`config.mk`:
```
export PLATFORM = sky130hd
export DESIGN_NAME = count_extender
export DESIGN_NICKNAME = d
export VERILOG_FILES = /design/src/rtl/count_pkg.sv /design/src/rtl/seg7_scan.sv /design/src/rtl/count_extender.sv
export SDC_FILE = /design/constraint.sdc
export NUM_CORES = 1
export LEC_CHECK = 0
export BUFFER_PORTS_ARGS = -buffer_cell sky130_fd_sc_hd__buf_2
export CELL_PAD_IN_SITES_DETAIL_PLACEMENT = 2
export CELL_PAD_IN_SITES_GLOBAL_PLACEMENT = 2
export CORE_ASPECT_RATIO = 1.1
export CORE_UTILIZATION = 40
export CTS_BUF_LIST = sky130_fd_sc_hd__clkbuf_4
export DETAILED_ROUTE_END_ITERATION = 7
export PLACE_DENSITY_LB_ADDON = 0.1
export SYNTH_ARGS = -nofsm -noshare
export SYNTH_HDL_FRONTEND = slang
export SYNTH_HIERARCHICAL = 1
export SYNTH_SLANG_ARGS = --single-unit
```
`constraint.sdc`:
```
create_clock -name clk -period 3.4 [get_ports clk]
set_clock_uncertainty 0.2 [all_clocks]
set_input_delay 0.17 -clock clk [delete_from_list [all_inputs] [get_ports clk]]
set_output_delay 0.17 -clock clk [all_outputs]
set_load 0.03 [all_outputs]
```
`src/rtl/count_pkg.sv`:
```
// Shared radix constants, 7-segment glyphs and digit helpers for the counter
// extension chain and its display scanner.
package count_pkg;

    typedef enum logic {
        RADIX_HEX = 1'b0,
        RADIX_DEC = 1'b1
    } radix_e;

    localparam logic [3:0] RADIX_DEC_TOP = 4'd9;
    localparam logic [3:0] RADIX_HEX_TOP = 4'd15;

    // Glyphs are packed {g,f,e,d,c,b,a}, active-high.
    localparam logic [6:0] SEG_0     = 7'h3F;
    localparam logic [6:0] SEG_1     = 7'h06;
    localparam logic [6:0] SEG_2     = 7'h5B;
    localparam logic [6:0] SEG_3     = 7'h4F;
    localparam logic [6:0] SEG_4     = 7'h66;
    localparam logic [6:0] SEG_5     = 7'h6D;
    localparam logic [6:0] SEG_6     = 7'h7D;
    localparam logic [6:0] SEG_7     = 7'h07;
    localparam logic [6:0] SEG_8     = 7'h7F;
    localparam logic [6:0] SEG_9     = 7'h6F;
    localparam logic [6:0] SEG_A     = 7'h77;
    localparam logic [6:0] SEG_B     = 7'h7C;
    localparam logic [6:0] SEG_C     = 7'h39;
    localparam logic [6:0] SEG_D     = 7'h5E;
    localparam logic [6:0] SEG_E     = 7'h79;
    localparam logic [6:0] SEG_F     = 7'h71;
    localparam logic [6:0] SEG_BLANK = 7'h00;

    function automatic logic [3:0] digit_top(input logic mode);
        return (radix_e'(mode) == RADIX_DEC) ? RADIX_DEC_TOP : RADIX_HEX_TOP;
    endfunction

    // Out-of-range digits (left over from hex mode) land on a legal value on their first step.
    function automatic logic [3:0] digit_step(input logic [3:0] d, input logic up, input logic [3:0] top);
        if (up) begin
            return (d >= top) ? 4'd0 : d + 4'd1;
        end
        return (d == 4'd0 || d > top) ? top : d - 4'd1;
    endfunction

    function automatic logic [6:0] seg_decode(input logic [3:0] value, input logic mode);
        if (radix_e'(mode) == RADIX_DEC && value > RADIX_DEC_TOP) begin
            return SEG_BLANK;
        end
        case (value)
            4'h0: return SEG_0;
            4'h1: return SEG_1;
            4'h2: return SEG_2;
            4'h3: return SEG_3;
            4'h4: return SEG_4;
            4'h5: return SEG_5;
            4'h6: return SEG_6;
            4'h7: return SEG_7;
            4'h8: return SEG_8;
            4'h9: return SEG_9;
            4'hA: return SEG_A;
            4'hB: return SEG_B;
            4'hC: return SEG_C;
            4'hD: return SEG_D;
            4'hE: return SEG_E;
            default: return SEG_F;
        endcase
    endfunction

endpackage

```
`src/rtl/seg7_scan.sv`:
```
// Time-multiplexes a flat bus of 4-bit digits onto one 7-segment output,
// holding each digit for SCAN_DIV clocks.
module seg7_scan
    import count_pkg::*;
#(
    parameter int NUM_DIG  = 4,
    parameter int SCAN_DIV = 1000
) (
    input  logic                 clk,
    input  logic                 rst_n,
    input  logic [4*NUM_DIG-1:0] digits,
    input  logic                 mode,
    output logic [NUM_DIG-1:0]   an,
    output logic [6:0]           seg
);

    localparam int DIV_W = $clog2(SCAN_DIV);
    localparam int IDX_W = (NUM_DIG > 1) ? $clog2(NUM_DIG) : 1;
    localparam logic [DIV_W-1:0] DIV_LAST = DIV_W'(SCAN_DIV - 1);
    localparam logic [IDX_W-1:0] IDX_LAST = IDX_W'(NUM_DIG - 1);

    logic [DIV_W-1:0] div_cnt;
    logic [IDX_W-1:0] idx;
    logic [3:0]       sel_digit;

    assign sel_digit = digits[4*idx +: 4];

    // idx names the slot lit on the next terminal count, so slot 0 is the first one shown after reset.
    always_ff @(posedge clk or negedge rst_n) begin
        if (!rst_n) begin
            div_cnt <= '0;
            idx     <= '0;
            an      <= '0;
            seg     <= '0;
        end else if (div_cnt == DIV_LAST) begin
            div_cnt <= '0;
            idx     <= (idx == IDX_LAST) ? '0 : idx + 1'b1;
            an      <= NUM_DIG'(1) << idx;
            seg     <= seg_decode(sel_digit, mode);
        end else begin
            div_cnt <= div_cnt + 1'b1;
        end
    end

endmodule

```
`src/rtl/count_extender.sv`:
```
// Extends the 4-bit universal counter with NUM_HI higher digits of the same radix
// and scans all digits onto a single 7-segment display.
module count_extender
    import count_pkg::*;
#(
    parameter int NUM_HI   = 3,
    parameter int SCAN_DIV = 1000
) (
    input  logic                clk,
    input  logic                rst_n,
    input  logic [3:0]          count,
    input  logic                mode,
    input  logic                clear,
    input  logic                incr,
    input  logic                pause,
    output logic [4*NUM_HI-1:0] digits_hi,
    output logic                carry_out,
    output logic                ovf,
    output logic [NUM_HI:0]     an,
    output logic [6:0]          seg
);

    logic [3:0]          radix_top;
    logic                carry0;
    logic                top_carry;
    logic [4*NUM_HI-1:0] digits_q;
    logic [4*NUM_HI-1:0] digits_next;

    assign radix_top = digit_top(mode);

    // Counter digit is sampled pre-edge, so the carry lands as the counter itself wraps.
    assign carry0 = incr ? (count == radix_top) : (count == 4'd0);

    genvar k;
    generate
        for (k = 0; k < NUM_HI; k++) begin : g_stage
            logic       cin;
            logic       cout;
            logic [3:0] d;

            if (k == 0) begin : g_first
                assign cin = carry0;
            end else begin : g_rest
                assign cin = g_stage[k-1].cout;
            end

            assign d    = digits_q[4*k +: 4];
            assign cout = cin & (incr ? (d == radix_top) : (d == 4'd0));
            assign digits_next[4*k +: 4] = cin ? digit_step(d, incr, radix_top) : d;
        end
    endgenerate

    assign top_carry = g_stage[NUM_HI-1].cout;

    always_ff @(posedge clk or negedge rst_n) begin
        if (!rst_n) begin
            digits_q  <= '0;
            carry_out <= 1'b0;
            ovf       <= 1'b0;
        end else if (clear) begin
            digits_q  <= '0;
            carry_out <= 1'b0;
            ovf       <= 1'b0;
        end else if (pause) begin
            carry_out <= 1'b0;
        end else begin
            digits_q  <= digits_next;
            carry_out <= top_carry;
            if (top_carry) begin
                ovf <= 1'b1;
            end
        end
    end

    assign digits_hi = digits_q;

    seg7_scan #(
        .NUM_DIG  (NUM_HI + 1),
        .SCAN_DIV (SCAN_DIV)
    ) u_scan (
        .clk    (clk),
        .rst_n  (rst_n),
        .digits ({digits_q, count}),
        .mode   (mode),
        .an     (an),
        .seg    (seg)
    );

endmodule

```
==> results.tsv, run 1 <==
stage	metric	value	unit
status	status	finished, final reports clean	
global_routing	grt_usage	23.8	%
clock_network	clock-sinks	37	
logic_synthesis	synth_warnings	6	
power_and_ir_drop	p_sw	0.000249	W
timing	tightest_slew	872	ps
cells_and_area	seq_area	926	sq um
critical_path	cp-start-kind	register	
hold_path	hold_depth	2	
logic_synthesis	synth-edff-count	0	
critical_path	r2r-start	u_scan/idx[0]	
cells_and_area	mostFrequentLayoutCells	37 x dfrtp_1, 34 x buf_2, 32 x nand2_1, 25 x ha_1, 18 x inv_1	
hold_path	hold_start	clear	
detailed_routing	wirelength	8.13	mm
die	die_w	82.5	um
logic_synthesis	synth_area	0.00285	sq mm
logic_synthesis	synth-seq-cells	37	
power_and_ir_drop	sequentialPowerShare	50.4	%
clock_network	h-tree-depth	2	
global_routing	grt_pass1_vias	2750	
detailed_routing	dr.pass1.iters	4	
die	ios	35	
timing	max_freq	381	MHz
cells_and_area	drive_gt1_share	16.5	%
detailed_routing	route.detailed.drc	0	
hold_path	min_path_type	in -> reg	
power_and_ir_drop	clkPwrFrac	36.6	%
cells_and_area	layout_commonest_cell	dfrtp_1	
power_and_ir_drop	switching_share	28.2	%
cells_and_area	nFillCells	776	
timing	max-slew-margin-rel	41.9	%
detailed_routing	wl_per_cell	19.0	um
clock_network	clk_latency	360	ps
die	core	0.00675	sq mm
timing	period_share	77.2	%
timing	finalSetupTns	0	ps
cells_and_area	areaGrowthSynthToFinish	10.7	%
cells_and_area	multi_input_area	0.00179	sq mm
critical_path	path_cells	mux4_1 -> inv_1 -> ha_1 -> nor2_1 -> o211ai_2 -> nand2_2 -> o31ai_2	
logic_synthesis	syn-num-nets	348	
timing	setup_viol_count_final	0	
global_routing	antenna_found_initial	0	
die	initial_core_util	42.3	%
clock_network	cts_tree	yes	
critical_path	cp-end-kind	register	
clock_network	cts_root_buf	clkbuf_4	
logic_synthesis	avgSynthCellArea	9.12	sq um
die	die_h	90.6	um
detailed_routing	dr.first_iter.drc_count	79	
logic_synthesis	seq_area_frac_synth	32.4	%
logic_synthesis	synth-main-ff-cell	dfrtp_1	
run	cap_violations	0	
hold_path	holdPathEnd	digits_hi[2]	
critical_path	slowest_stage	mux4_1	
timing	finalHoldViolations	0	
power_and_ir_drop	p_int	0.000635	W
die	die_area	0.00748	sq mm
critical_path	timing.rr.end	u_scan/seg[0]	
cells_and_area	antenna_cells	0	
clock_network	cts.path.max_buffers	2	
cells_and_area	fin_nets	379	
detailed_routing	antenna_left	0	
placed_design	io_buffers	34	
timing	rsz0062_at_grt	no	
logic_synthesis	synthArstFlopShare	100	%
logic_synthesis	synthDistinctLibCells	58	
placed_design	routabilityCongestion	0.760	
die	placementRows	31	
critical_path	worstPathRequired	3470	ps
critical_path	cp_max_fo	8	
power_and_ir_drop	ir_worst_vdd	0.150	mV
power_and_ir_drop	power.density	280	mW/mm^2
critical_path	cpPeakStageDelay	720	ps
timing	min_period	2620	ps
logic_synthesis	synthCells	313	
placed_design	dpl.hpwl	5.92	mm
detailed_routing	viasPerCell	5.90	
global_routing	grt_max_degree	38	
clock_network	path_clk_slew	130	ps
critical_path	rr_worst_depth	7	
power_and_ir_drop	p_comb_share	13.0	%
detailed_routing	num_vias	2518	
critical_path	r2r_slack	780	ps
clock_network	cts_inserted_buffers	5	
global_routing	overflow	0	
cells_and_area	fin_util	46.8	%
timing	drv_slew	0	
clock_network	postCtsSetupRepairBufs	0	
critical_path	criticalPathCategory	reg -> reg	
critical_path	cp.arrival	2700	ps
global_routing	grt_pass1_wl	13.8	mm
power_and_ir_drop	p_leak	1.43	nW
==> kinds of logic (layout without fill, tap and decap cells) <==
kind of cell	Yosys count	after routing	synth area share, %
compound gates	83	83	19.9
simple gates	110	110	20.4
mux	10	10	6.40
flops	37	37	32.4
fa+ha+maj	25	25	11.0
xor+xnor	16	16	4.91
buf+inv	32	64	5.00
==> synthesized netlist by cell type (2+ instances only) <==
library cell | instances | area (sq um)
dfrtp_1 | 37 | 926
nand2_1 | 32 | 120
ha_1 | 25 | 313
inv_1 | 18 | 67.6
o21ai_0 | 16 | 80.1
a21oi_1 | 15 | 75.1
nor2_1 | 15 | 56.3
nand3_1 | 13 | 65.1
nor3_1 | 12 | 60.1
xnor2_1 | 11 | 96.3
clkbuf_1 | 9 | 33.8
o21ai_1 | 8 | 40.0
o22ai_1 | 7 | 43.8
and2_1 | 6 | 37.5
or3_1 | 6 | 37.5
nand3b_1 | 5 | 37.5
o21a_1 | 5 | 37.5
o31ai_1 | 5 | 37.5
xor2_1 | 5 | 43.8
a211oi_1 | 4 | 30.0
a31oi_1 | 4 | 25.0
mux2i_1 | 4 | 40.0
mux4_2 | 4 | 90.1
a21o_1 | 3 | 22.5
buf_6 | 3 | 33.8
nor2b_1 | 3 | 18.8
a32o_1 | 2 | 20.0
and4b_1 | 2 | 20.0
mux4_1 | 2 | 52.6
nand2b_1 | 2 | 12.5
nor3b_1 | 2 | 15.0
o211ai_1 | 2 | 15.0
==> layer usage <==
layer | vias to the layer above | part of all wire [%] | GRT usage, % | wire [um]
li1 | 1201 | - | - | -
met1 | 1276 | 46 | 30.9 | 3780
met2 | 32 | 50 | 41.6 | 4100
met3 | 9 | 1.7 | 2.12 | 140
met4 | 0 | 1.3 | 5.60 | 107
met5 | - | 0 | 0 | 0
==> stage by stage <==
step	hold slack (ps)	cell area [sq um]	worst slack, ps	total power, W	cells
global placement	142	3070	947	0.000564	418
finish	19.9	3160	777	0.000885	427
CTS	17.9	3160	752	0.000895	427
global route	40.4	3160	583	0.000923	427
floorplan	-326	2850	1000	0.000527	313
detailed placement	148	3070	804	0.000569	418
==> flip-flops by register name (all words and copies together), names as in the netlist <==
register / cells
ovf: 1
carry_out: 1
u_scan/idx: 2
u_scan/an: 4
digits_hi: 12
u_scan/div_cnt: 10
u_scan/seg: 7
==> worst max-delay path by stage <==
| stage | startpoint | to | slack [ps] |
|---|---|---|---|
| finish | u_scan/idx[0] | u_scan/seg[0] | 780 |
| global route | u_scan/idx[0] | u_scan/seg[0] | 580 |
| CTS | u_scan/idx[0] | u_scan/seg[0] | 750 |
| detailed placement | u_scan/idx[0] | u_scan/seg[0] | 800 |
| global placement | u_scan/idx[0] | u_scan/seg[0] | 950 |
| floorplan | digits_hi[0] | digits_hi[8] | 1000 |
==> worst max-delay path, delay by kind of cell (launching register included) <==
family,cells,cell delay [ps]
mux,1,720
flops,1,580
compound gates,2,410
fa+ha+maj,1,250
simple gates,2,210
buf+inv,1,170
==> power by group through the flow <==
stage          registers (W)   logic, W  clock network, W
5_1_grt             0.000446   0.000128          0.000348
4_1_cts             0.000446   0.000116          0.000333
2_1_floorplan       0.000455  0.0000726                 0
3_3_place_gp        0.000454   0.000110                 0
3_5_place_dp        0.000454   0.000115                 0
6_report            0.000446   0.000115          0.000324
==> area by class of cell <==
class | instances | area share (%)
clock buffer | 5 | 1.19
clock inverter | 3 | 1.31
inverter | 19 | 2.26
multi-input combinational | 244 | 56.5
sequential | 37 | 29.3
tap | 82 | 3.25
timing repair buffer | 37 | 6.18
==> timing repair <==
action                                 in CTS  in global routing
gates resized for setup                     0                  0
hold buffers                                1                  0
endpoints found under the hold margin      37                  0
No activity file was read; power rests on OpenSTA's default activity.
==> run 2, diff against run 1 <==
- CORE_UTILIZATION: 40 -> 34
- clock period: 3.4 -> 2.16 ns (I/O delays scaled with it)
==> results.tsv, run 2 (synthesis gave the netlist of run 1 again) <==
stage	metric	value	unit	change
status	status	finished, violations left		was finished, final reports clean
status	violations	negative setup slack		
timing	worst_slack	-84.4	ps	was 777 ps
detailed_routing	dr.first_iter.drc_count	108		was 79
timing	max-slew-margin-rel	59.2	%	was 41.9%
cells_and_area	fin_nets	436		was 379
critical_path	cp.arrival	2340	ps	was 2700 ps
detailed_routing	wl_per_cell	21.2	um	was 19.0 um
timing	max_freq	446	MHz	was 381 MHz
critical_path	path_delay_family	multiplexers		unchanged
global_routing	grt_pass1_vias	3106		was 2,750
critical_path	slowest_stage	mux4_2		was mux4_1
detailed_routing	wirelength	10.8	mm	was 8.13 mm
cells_and_area	antenna_cells	0		unchanged
clock_network	cts.path.max_buffers	2		unchanged
global_routing	grt_max_degree	23		was 38
die	die_h	98.1	um	was 90.6 um
timing	tightest_slew	612	ps	was 872 ps
placed_design	dpl.hpwl	6.96	mm	was 5.92 mm
global_routing	grt_usage	25.0	%	was 23.8%
clock_network	clk_latency	380	ps	was 360 ps
cells_and_area	fin_area	0.00386	sq mm	was 0.00316 sq mm
critical_path	cp-end-kind	register		unchanged
global_routing	overflow	0		unchanged
clock_network	cts_tree	yes		unchanged
timing	finalSetupTns	-586	ps	was 0 ps
timing	drv_slew	0		unchanged
detailed_routing	antenna_left	0		unchanged
critical_path	worstPathRequired	2250	ps	was 3470 ps
detailed_routing	dr.pass1.iters	4		unchanged
cells_and_area	layout_commonest_cell	buf_4		was dfrtp_1
timing	period_share	104	%	was 77.2%
timing	setup_viol_count_final	10		was 0
placed_design	place_area	0.00342	sq mm	was 0.00307 sq mm
clock_network	path_clk_slew	140	ps	was 130 ps
die	ios	35		unchanged
clock_network	cts_inserted_buffers	5		unchanged
critical_path	criticalPathCategory	reg -> reg		unchanged
global_routing	grt_pass1_wl	16.4	mm	was 13.8 mm
power_and_ir_drop	power.density	351	mW/mm^2	was 280 mW/mm^2
placed_design	routabilityCongestion	0.795		was 0.760
die	initial_core_util	35.5	%	was 42.3%
clock_network	cts_root_buf	clkbuf_4		unchanged
die	die_area	0.00876	sq mm	was 0.00748 sq mm
placed_design	post-place-ws	-107	ps	was 804 ps
cells_and_area	areaGrowthSynthToFinish	35.2	%	was 10.7%
timing	rsz0062_at_grt	yes		was no
die	die_w	89.4	um	was 82.5 um
cells_and_area	drive_gt1_share	39.1	%	was 16.5%
power_and_ir_drop	ir_worst_vdd	0.201	mV	was 0.150 mV
clock_network	h-tree-depth	2		unchanged
run	cap_violations	0		unchanged
cells_and_area	mostFrequentLayoutCells	52 x buf_4, 34 x buf_2, 32 x nand2_1, 29 x dfrtp_1, 20 x ha_1		was 37 x dfrtp_1, 34 x buf_2, 32 x nand2_1, 25 x ha_1, 18 x inv_1
detailed_routing	route.detailed.drc	0		unchanged
critical_path	path_cells	mux4_2 -> inv_2 -> ha_1 -> nor2_1 -> o211ai_2 -> nand2_2 -> buf_4 -> o21ai_1		was mux4_1 -> inv_1 -> ha_1 -> nor2_1 -> o211ai_2 -> nand2_2 -> o31ai_2
critical_path	path_buf_inv	2		was 1
die	placementRows	34		was 31
critical_path	cp-start-kind	register		unchanged
cells_and_area	nFillCells	861		was 776
detailed_routing	num_vias	2832		was 2,518
die	core	0.00804	sq mm	was 0.00675 sq mm
timing	min_period	2240	ps	was 2620 ps
placed_design	io_buffers	34		unchanged
hold_path	min_path_type	in -> reg		unchanged
detailed_routing	viasPerCell	5.55		was 5.90
critical_path	cp_max_fo	5		was 8
timing	finalHoldViolations	0		unchanged
critical_path	cpPeakStageDelay	560	ps	was 720 ps
power_and_ir_drop	p_leak	1.73	nW	was 1.43 nW
cells_and_area	largest_register_ff_count	12		unchanged
clock_network	clock-sinks	37		unchanged
global_routing	antenna_found_initial	0		unchanged
==> run 2: final timing paths <==
check | start | end | slack [ps] | cells past startpoint
hold / removal | incr | digits_hi[0] | 10 | 3
setup / recovery | digits_hi[4] | u_scan/seg[2] | -80 | 8
min in group asynchronous | rst_n | digits_hi[11] | 60 | 2
hold reg to reg | u_scan/an[0] | u_scan/an[0] | 290 | 2
max in group asynchronous | rst_n | u_scan/seg[1] | 1030 | 3
setup reg to reg | digits_hi[4] | u_scan/seg[2] | -80 | 8
==> run 2: where the power goes <==
part / internal (W) / leakage [nW] / switching (W)
combinational: 0.000106 / 1.24 / 0.000150
clock: 0.000123 / 0.0310 / 0.000277
sequential: 0.000695 / 0.452 / 0.00000410
==> run 2: tightest hold or removal path, stage by stage <==
cell     delay [ps]
buf_2           230
o211a_1         190
nor3_1           40
==> run 2: per-layer routing <==
metal | global-route usage [%] | part of all wire, %
met3 | 3.55 | 2.1
met2 | 47.1 | 56
met4 | 6.84 | 2.7
met1 | 28.5 | 40
met5 | 0 | 0
==> run 2: metrics by stage <==
| stage | hold WS (ps) | total power, W | util [%] | instances |
|---|---|---|---|---|
| global placement | -54.1 | 0.000914 | 42.5 | 481 |
| CTS | 11.4 | 0.00134 | 45.8 | 505 |
| floorplan | -388 | 0.000832 | - | 313 |
| global route | 38.0 | 0.00142 | 48.0 | 510 |
| detailed placement | -53.2 | 0.000924 | 42.5 | 481 |
| finish | 13.7 | 0.00135 | 48.0 | 510 |
==> run 2: cell type report <==
type                       instances  area [sq um]  share of cell area, %
clock buffer                       5          37.5                  0.972
clock inverter                     3          17.5                  0.454
sequential                        37           936                   24.2
multi-input combinational        245          1990                   51.6
inverter                          19          71.3                   1.85
timing repair buffer              93           672                   17.4
tap                              108           135                   3.50
==> run 2: repair_timing <==
action / 4_1_cts / 5_1_grt
endpoints found under the hold margin: 28 / 0
pin swaps: 6 / 15
hold buffers: 2 / 0
gates cloned: 1 / 0
setup buffers: 13 / 6
endpoints found under the setup margin: 12 / 18
resized for setup: 16 / 30
==> run 3, diff against run 2 <==
- SETUP_SLACK_MARGIN: default -> 0.02
- SLEW_MARGIN: default -> 10
==> results.tsv, run 3 (synthesis gave the netlist of run 1 again) <==
stage	metric	value	unit	change
die	ios	35		unchanged
power_and_ir_drop	switching_share	33.6	%	was 31.8%
power_and_ir_drop	clkPwrFrac	30.0	%	was 29.5%
detailed_routing	wirelength	12.7	mm	was 10.8 mm
cells_and_area	areaGrowthSynthToFinish	40.5	%	was 35.2%
timing	finalSetupTns	-1460	ps	was -586 ps
critical_path	r2r-start	u_scan/idx[0]		was digits_hi[4]
placed_design	dpl.cell_count	481		unchanged
detailed_routing	route.detailed.drc	0		unchanged
power_and_ir_drop	ir_worst_vdd	0.202	mV	was 0.201 mV
placed_design	io_buffers	34		unchanged
power_and_ir_drop	p_leak	1.76	nW	was 1.73 nW
timing	max_freq	432	MHz	was 446 MHz
cells_and_area	multi_input_area	0.00208	sq mm	was 0.00199 sq mm
clock_network	path_clk_slew	150	ps	was 140 ps
timing	finalHoldViolations	1		was 0
critical_path	r2r_slack	-160	ps	was -80 ps
global_routing	grt_use_met1	29.7	%	was 28.5%
critical_path	cp.arrival	2420	ps	was 2340 ps
detailed_routing	wl_per_cell	24.8	um	was 21.2 um
placed_design	place_area	0.00342	sq mm	unchanged
run	cap_violations	0		unchanged
detailed_routing	dr.pass1.iters	4		unchanged
detailed_routing	dr.first_iter.drc_count	117		was 108
clock_network	clock-sinks	37		unchanged
die	die_area	0.00876	sq mm	unchanged
cells_and_area	mostFrequentLayoutCells	49 x buf_4, 34 x buf_2, 32 x nand2_1, 28 x dfrtp_1, 17 x ha_1		was 52 x buf_4, 34 x buf_2, 32 x nand2_1, 29 x dfrtp_1, 20 x ha_1
timing	period_share	107	%	was 104%
detailed_routing	viasPerCell	5.71		was 5.55
placed_design	routabilityCongestion	0.795		unchanged
critical_path	worstPathRequired	2260	ps	was 2250 ps
critical_path	criticalPathCategory	reg -> reg		unchanged
hold_path	min_path_type	in -> reg		unchanged
critical_path	cp_max_fo	5		unchanged
clock_network	h-tree-depth	2		unchanged
timing	whs	-22.9	ps	was 13.7 ps
cells_and_area	largest_register_ff_count	12		unchanged
placed_design	post-place-ws	-107	ps	unchanged
cells_and_area	seq_area	937	sq um	was 936 sq um
power_and_ir_drop	p_sw	0.000473	W	was 0.000431 W
timing	setup_viol_count_final	15		was 10
power_and_ir_drop	power.density	351	mW/mm^2	about the same
timing	max-slew-margin-rel	60.6	%	was 59.2%
placed_design	dpl.hpwl	6.96	mm	unchanged
die	initial_core_util	35.5	%	unchanged
global_routing	antenna_found_initial	0		unchanged
status	status	finished, violations left		unchanged
critical_path	cp-start-kind	register		unchanged
cells_and_area	antenna_cells	0		unchanged
detailed_routing	antenna_left	0		unchanged
clock_network	clk_latency	390	ps	was 380 ps
status	violations	negative hold slack, negative setup slack		was negative setup slack
global_routing	grt.met3_usage	3.38	%	was 3.55%
timing	tightest_slew	591	ps	was 612 ps
cells_and_area	nFillCells	883		was 861
die	die_h	98.1	um	unchanged
cells_and_area	fin_cells	513		was 510
global_routing	grt_util_met2	48.2	%	was 47.1%
timing	drv_slew	0		unchanged
global_routing	overflow	0		unchanged
global_routing	grt_pass1_wl	17.0	mm	was 16.4 mm
die	placementRows	34		unchanged
clock_network	cts_inserted_buffers	5		unchanged
clock_network	cts.path.max_buffers	2		unchanged
critical_path	cp-end-kind	register		unchanged
global_routing	grt_pass1_vias	3145		was 3,106
cells_and_area	fin_util	49.9	%	was 48.0%
hold_path	hold_start	incr		unchanged
power_and_ir_drop	p_int	0.000934	W	was 0.000924 W
cells_and_area	fin_nets	439		was 436
clock_network	cts_root_buf	clkbuf_4		unchanged
power_and_ir_drop	sequentialPowerShare	49.7	%	was 51.6%
critical_path	crit_start	u_scan/idx[0]		was digits_hi[4]
cells_and_area	drive_gt1_share	43.5	%	was 39.1%
timing	min_period	2320	ps	was 2240 ps
global_routing	gr-max-usage-layer	met2		unchanged
die	die_w	89.4	um	unchanged
global_routing	grt_usage	26.1	%	was 25.0%
timing	rsz0062_at_grt	yes		unchanged
global_routing	grt_max_degree	23		unchanged
cells_and_area	fin_area	0.00401	sq mm	was 0.00386 sq mm
die	core	0.00804	sq mm	unchanged
power_and_ir_drop	p_comb_share	20.2	%	was 18.9%
detailed_routing	num_vias	2927		was 2,832
timing	worst_slack	-157	ps	was -84.4 ps
cells_and_area	layout_commonest_cell	buf_4		unchanged
clock_network	cts_tree	yes		unchanged
## run 3: area by class of cell
class	instances	share of cell area (%)
clock buffers	5	0.936
flip-flops and latches	37	23.4
inverters	19	2.09
clock inverters	3	0.437
repair buffers	96	17.9
well taps	108	3.37
multi-input cells	245	51.9
## run 3: per-layer routing
metal | wire [um] | vias to the layer above
met2 | 6800 | 76
met5 | 0 | -
li1 | - | 1321
met1 | 4960 | 1493
met3 | 370 | 37
met4 | 607 | 0
## run 3: power groups by stage
stage               Sequential [W]  Clock [W]  Combinational, W
floorplan                 0.000716          0          0.000115
global placement          0.000711          0          0.000203
detailed placement        0.000711          0          0.000213
CTS                       0.000699   0.000411          0.000232
global route              0.000700   0.000450          0.000302
finish                    0.000700   0.000423          0.000284
## run 3: worst paths after layout
| kind | to | cells past startpoint |
|---|---|---|
| hold reg to reg | u_scan/an[0] | 2 |
| setup / recovery | u_scan/seg[3] | 6 |
| min in group asynchronous | digits_hi[7] | 2 |
| max in group asynchronous | u_scan/seg[4] | 3 |
| setup reg to reg | u_scan/seg[3] | 6 |
| hold / removal | digits_hi[0] | 3 |
## run 3: worst max-delay path: stages, from the launching register on
cell,delay (ps)
dfrtp_2,480
mux4_2,470
inv_4,80
buf_4,150
ha_1,230
mux4_2,490
o21ai_2,130
## run 3: timing repair
item / in CTS / in global routing
gates resized for setup: 18 / 58
buffers inserted: 13 / 8
pin swaps: 7 / 19
hold buffers: 2 / 0
endpoints found under the hold margin: 28 / 0
gates cloned: 1 / 0
setup endpoints to repair: 12 / 20
## run 3: metrics by stage
stage | hold slack (ps) | power, W
6_report | -22.9 | 0.00141
5_1_grt | 26.0 | 0.00145
4_1_cts | 11.4 | 0.00134
3_5_place_dp | -53.2 | 0.000924
3_3_place_gp | -54.1 | 0.000914
2_1_floorplan | -388 | 0.000832
